===== src/rtl/icache.sv =====
// Direct-mapped, read-only instruction cache with a two-state refill FSM.
// Optional hit/miss counters are compiled in with ICACHE_STATS_EN.
module icache #(
    parameter int SETS = 16
) (
    input  logic        CLK,
    input  logic        nRST,
    input  logic        imemREN,
    input  logic [31:0] imemaddr,
    output logic [31:0] imemload,
    output logic        ihit,
    output logic        iREN,
    output logic [31:0] iaddr,
    input  logic [31:0] iload,
`ifdef ICACHE_STATS_EN
    input  logic        iwait,
    output logic [31:0] hit_count,
    output logic [31:0] miss_count
`else
    input  logic        iwait
`endif
);
    localparam int IDX = $clog2(SETS);
    localparam int TAG = 30 - IDX;

    typedef enum logic {
        IDLE  = 1'b0,
        FETCH = 1'b1
    } state_t;

    state_t             state_q, state_d;
    logic [SETS-1:0]    valid_q;
    logic [TAG-1:0]     tag_q  [SETS];
    logic [31:0]        data_q [SETS];
    logic [29:0]        miss_q, miss_d;

    logic [IDX-1:0]     req_idx;
    logic [TAG-1:0]     req_tag;
    logic [IDX-1:0]     miss_idx;
    logic [TAG-1:0]     miss_tag;
    logic               hit;
    logic               fill;
    logic               start_miss;
    logic [1:0]         unused_offset;

    assign req_idx       = imemaddr[1+IDX:2];
    assign req_tag       = imemaddr[31:2+IDX];
    assign miss_idx      = miss_q[IDX-1:0];
    assign miss_tag      = miss_q[29:IDX];
    assign unused_offset = imemaddr[1:0];

    assign hit      = imemREN & valid_q[req_idx] & (tag_q[req_idx] == req_tag);
    assign imemload = data_q[req_idx];
    assign iaddr    = {miss_q, 2'b00};

    always_comb begin
        state_d    = state_q;
        miss_d     = miss_q;
        ihit       = 1'b0;
        iREN       = 1'b0;
        fill       = 1'b0;
        start_miss = 1'b0;
        case (state_q)
            IDLE: begin
                ihit = hit;
                if (imemREN && !hit) begin
                    miss_d     = imemaddr[31:2];
                    start_miss = 1'b1;
                    state_d    = FETCH;
                end
            end
            FETCH: begin
                iREN = 1'b1;
                // The memory transaction cannot be aborted, so the fill ignores imemREN.
                if (!iwait) begin
                    fill    = 1'b1;
                    state_d = IDLE;
                end
            end
            default: state_d = IDLE;
        endcase
    end

    always_ff @(posedge CLK or negedge nRST) begin
        if (!nRST) begin
            state_q <= IDLE;
            miss_q  <= '0;
        end else begin
            state_q <= state_d;
            miss_q  <= miss_d;
        end
    end

    always_ff @(posedge CLK or negedge nRST) begin
        if (!nRST) begin
            valid_q <= '0;
            for (int i = 0; i < SETS; i++) begin
                tag_q[i]  <= '0;
                data_q[i] <= '0;
            end
        end else if (fill) begin
            valid_q[miss_idx] <= 1'b1;
            tag_q[miss_idx]   <= miss_tag;
            data_q[miss_idx]  <= iload;
        end
    end

`ifdef ICACHE_STATS_EN
    logic [31:0] hit_cnt_q, miss_cnt_q;

    always_ff @(posedge CLK or negedge nRST) begin
        if (!nRST) begin
            hit_cnt_q  <= '0;
            miss_cnt_q <= '0;
        end else begin
            if (ihit && hit_cnt_q != 32'hFFFF_FFFF)
                hit_cnt_q <= hit_cnt_q + 32'd1;
            if (start_miss && miss_cnt_q != 32'hFFFF_FFFF)
                miss_cnt_q <= miss_cnt_q + 32'd1;
        end
    end

    assign hit_count  = hit_cnt_q;
    assign miss_count = miss_cnt_q;
`else
    logic unused_start;
    assign unused_start = start_miss;
`endif

endmodule


===== config.mk =====
export PLATFORM = sky130hd
export DESIGN_NAME = icache
export DESIGN_NICKNAME = d
export VERILOG_FILES = /design/src/rtl/icache.sv
export SDC_FILE = /design/constraint.sdc
export NUM_CORES = 1
export LEC_CHECK = 0
export ABC_AREA = 1
export BUFFER_PORTS_ARGS = -buffer_cell sky130_fd_sc_hd__clkbuf_2
export CAP_MARGIN = 0
export CORE_ASPECT_RATIO = 1.5
export CORE_MARGIN = 2
export CORE_UTILIZATION = 30
export DETAILED_ROUTE_END_ITERATION = 7
export PLACE_DENSITY_LB_ADDON = 0.25
export SYNTH_ARGS = -nofsm -noshare
export SYNTH_HDL_FRONTEND = slang
export SYNTH_SLANG_ARGS = --single-unit

===== constraint.sdc =====
create_clock -name CLK -period 3.7 [get_ports CLK]
set_clock_uncertainty 0.15 [all_clocks]
set_input_delay 0.925 -clock CLK [delete_from_list [all_inputs] [get_ports CLK]]
set_output_delay 0.925 -clock CLK [all_outputs]
set_load 0.01 [all_outputs]

==> summary.txt <==
status: finished, violations left
failing checks: setup timing
share of cells above drive strength 1: 10.99%
first-pass GRT wire length: 231,600 um
crit path time final: 3.853 ns
Synth top area share: 54.86%
Post-synth top flop: dfrtp_1
Leak: 25.13 nW
switching power: 11.40 mW
Via density: 5.026
Antenna Cells: 0
Post-Synthesis Cells: 5,519
die height: 475.6 um
drt total wl: 150,700 um
Iter 0 DRT Violations: 3,261
setup TNS: -0.1824 ns
worst min path class: in -> reg
Final WS setup: -0.1526 ns
DRC Markers: 0
number of synthesized flops with an enable pin: 0
Seq cells post-synth: 975
Fin Hold WS: 0.2925 ns
clock group share of total power: 31.1%
Data required, critical path: 2.62 ns
cts bufs inserted: 104
Finish-stage setup viols: 6
ranking of synthesized cells by area: dfrtp_1 55%, nand2_1 15%, o21ai_0 13%, nand3_1 3.9%, clkbuf_1 3.0%
clk_lat worst skew: 0.73 ns
Crit Path Max Fanout: 8
CTS tree: yes
arrival time at the worst endpoint: 2.78 ns
kind of critical path: in -> out
I/O Buffers: 129
fin. max-slew vios: 0
Root Buffer: clkbuf_16
detailed-route via count: 37,990
Place WS: -0.3588 ns
drt wl/cell: 19.93 um
final hold viol count: 0
number of nets in the layout: 5,613
Fillers: 15,420
post-synthesis cell type count: 25
starting density of the core: 30.13%
Routed Antenna Nets: 0
gpl congestion: 0.8298
top post-synthesis cells by count: 1,722 x nand2_1, 1,188 x o21ai_0, 975 x dfrtp_1
RSZ-0062 raised after global routing: yes
yosys warns: 0
Non-Filler Instances: 7,559
sequential fraction of design power: 47.4%
DP HPWL: 87,880 um
Placed Instances: 7,342
critical path launch point type: input port
overall die width: 318.4 um
most frequent cell after synthesis: nand2_1
Logic pwr share: 21.5%
Seq/Total Area, Yosys: 54.86%
DRT Pass-1 Iters: 5
Max Clk Rate: 259.6 MHz
antenna violations before repair: 3
largest net degree at the start of global routing: 127
CORE AREA: 0.1476 mm^2
clk buf depth: 3
# H-tree levels: 3
headroom to the max-slew limit: 26.39%
Switching Share: 31.78%
I/O Pins: 134
synthesized area: 0.04447 mm^2
pwr dens: 678.6 mW/mm^2
vias in the first global route: 36,550
gr ovfl total: 0
CTS Sinks: 975
crit share post-route: 104.1%
die area: 0.1514 mm^2
Slew @ Worst Pin: 1.103 ns
ys async rst share: 100.0%
syn_area_per_cell: 8.058 um^2
peak supply drop: 0.0003443 V
top cell type by total area after synthesis: dfrtp_1
num rows: 173
total track usage: 19.71%
Int Pwr: 24.46 mW
MaxCap Viol Count: 0
crit end category: primary output
clk slew on worst S/H paths: 0.06 ns
Area Overhead vs Synth: 18.80%
-- layout make-up --
| cell class | instances | area [um^2] | share of cell area (%) |
|---|---|---|---|
| inverters | 287 | 1127 | 2.134 |
| multi-input cells | 3802 | 17320 | 32.77 |
| well taps | 1925 | 2409 | 4.559 |
| flip-flops and latches | 975 | 24400 | 46.18 |
| repair inverters | 2 | 22.52 | 0.04263 |
| clock inverters | 35 | 524.3 | 0.9922 |
| repair buffers | 373 | 3895 | 7.372 |
| clock buffers | 160 | 3144 | 5.951 |
-- worst max-delay path, stage by stage --
cell,delay (ns)
buf_16,0.15
clkinv_16,0.10
buf_12,0.17
buf_6,0.14
nand2_1,0.05
nand2_1,0.04
nand2_1,0.06
nand3_2,0.08
nand3_4,0.14
nand2_2,0.07
nand2_1,0.06
nand2_1,0.06
nor2_2,0.13
nand2_1,0.07
nor2_2,0.12
nand2_2,0.09
nor3_2,0.10
buf_2,0.16
-- state kept, by name, indices dropped and copies added (netlist names) --
name,cells
miss_q,30
state_q,1
data_q,512
tag_q,416
valid_q,16
-- placed cells by master (no fill, tap or decap), drive strengths merged --
cell type    Yosys  final
o211ai          31     31
buf            104    241
bufbuf           0      3
bufinv           0      9
nand4            1      1
a21oi            3      3
nand2         1722   1722
or2              4      4
o21bai           1      1
nor3             5      5
o221ai         103    103
conb             1      2
nor2           339    339
dlygate4sd3      0      1
clkinv           0     20
clkbuf         352    288
nand3          347    347
o21ai         1213   1213
dfrtp          975    975
nand3b           6      6
o22ai           25     25
clkinvlp         0      3
inv            287    292
-- path summary, 6_finish.rpt --
path	start	to	slack, ns	depth (start not counted)
worst max-delay path	imemaddr[2]	ihit	-0.15	18
worst min-delay path	iwait	state_q	0.29	3
worst max register to register	state_q	tag_q[354]	1.15	7
worst min register to register	valid_q[4]	valid_q[4]	0.30	2
max in group asynchronous	nRST	data_q[277]	1.67	4
min in group asynchronous	nRST	tag_q[304]	0.57	2
-- what timing repair did --
item / in CTS / in global routing
cloned: 11 / 5
setup buffers: 3 / 4
endpoints found under the setup margin: 31 / 28
endpoints found under the hold margin: 14 / 0
pin swaps: 5 / 7
hold buffers: 1 / 0
gates resized for setup: 77 / 33
-- logic make-up (layout without fill, tap and decap cells) --
family	count (synthesis)	after routing	synth area share, %
compound gates	1376	1376	16.63
buf+inv	743	857	6.974
flops	975	975	54.86
other cells	1	2	0.008432
simple gates	2424	2424	21.53
-- per-layer routing --
layer	wire, um	vias up	track usage (%)
li1	-	18080	-
met1	69200	18760	27.29
met2	70500	968	32.63
met3	7363	188	2.113
met4	3602	2	5.638
met5	12	-	0
-- power by group through the flow --
stage / Clock (mW) / Combinational, mW / Sequential, mW
finish: 11.1 / 7.71 / 17.0
global route: 11.8 / 9.10 / 17.5
CTS: 11.4 / 7.78 / 17.0
detailed placement: 0 / 7.62 / 17.1
global placement: 0 / 7.44 / 17.0
floorplan: 0 / 5.48 / 16.5
-- through the flow --
stage          total power, mW  cell area (um^2)  utilization (%)
2_1_floorplan            22.02             44480                -
3_3_place_gp             24.44             48250            32.69
3_5_place_dp             24.74             48250            32.69
4_1_cts                  36.15             52600            35.63
5_1_grt                  38.39             52840            35.79
6_report                 35.86             52840            35.79
(Power assumes the default switching activity.)
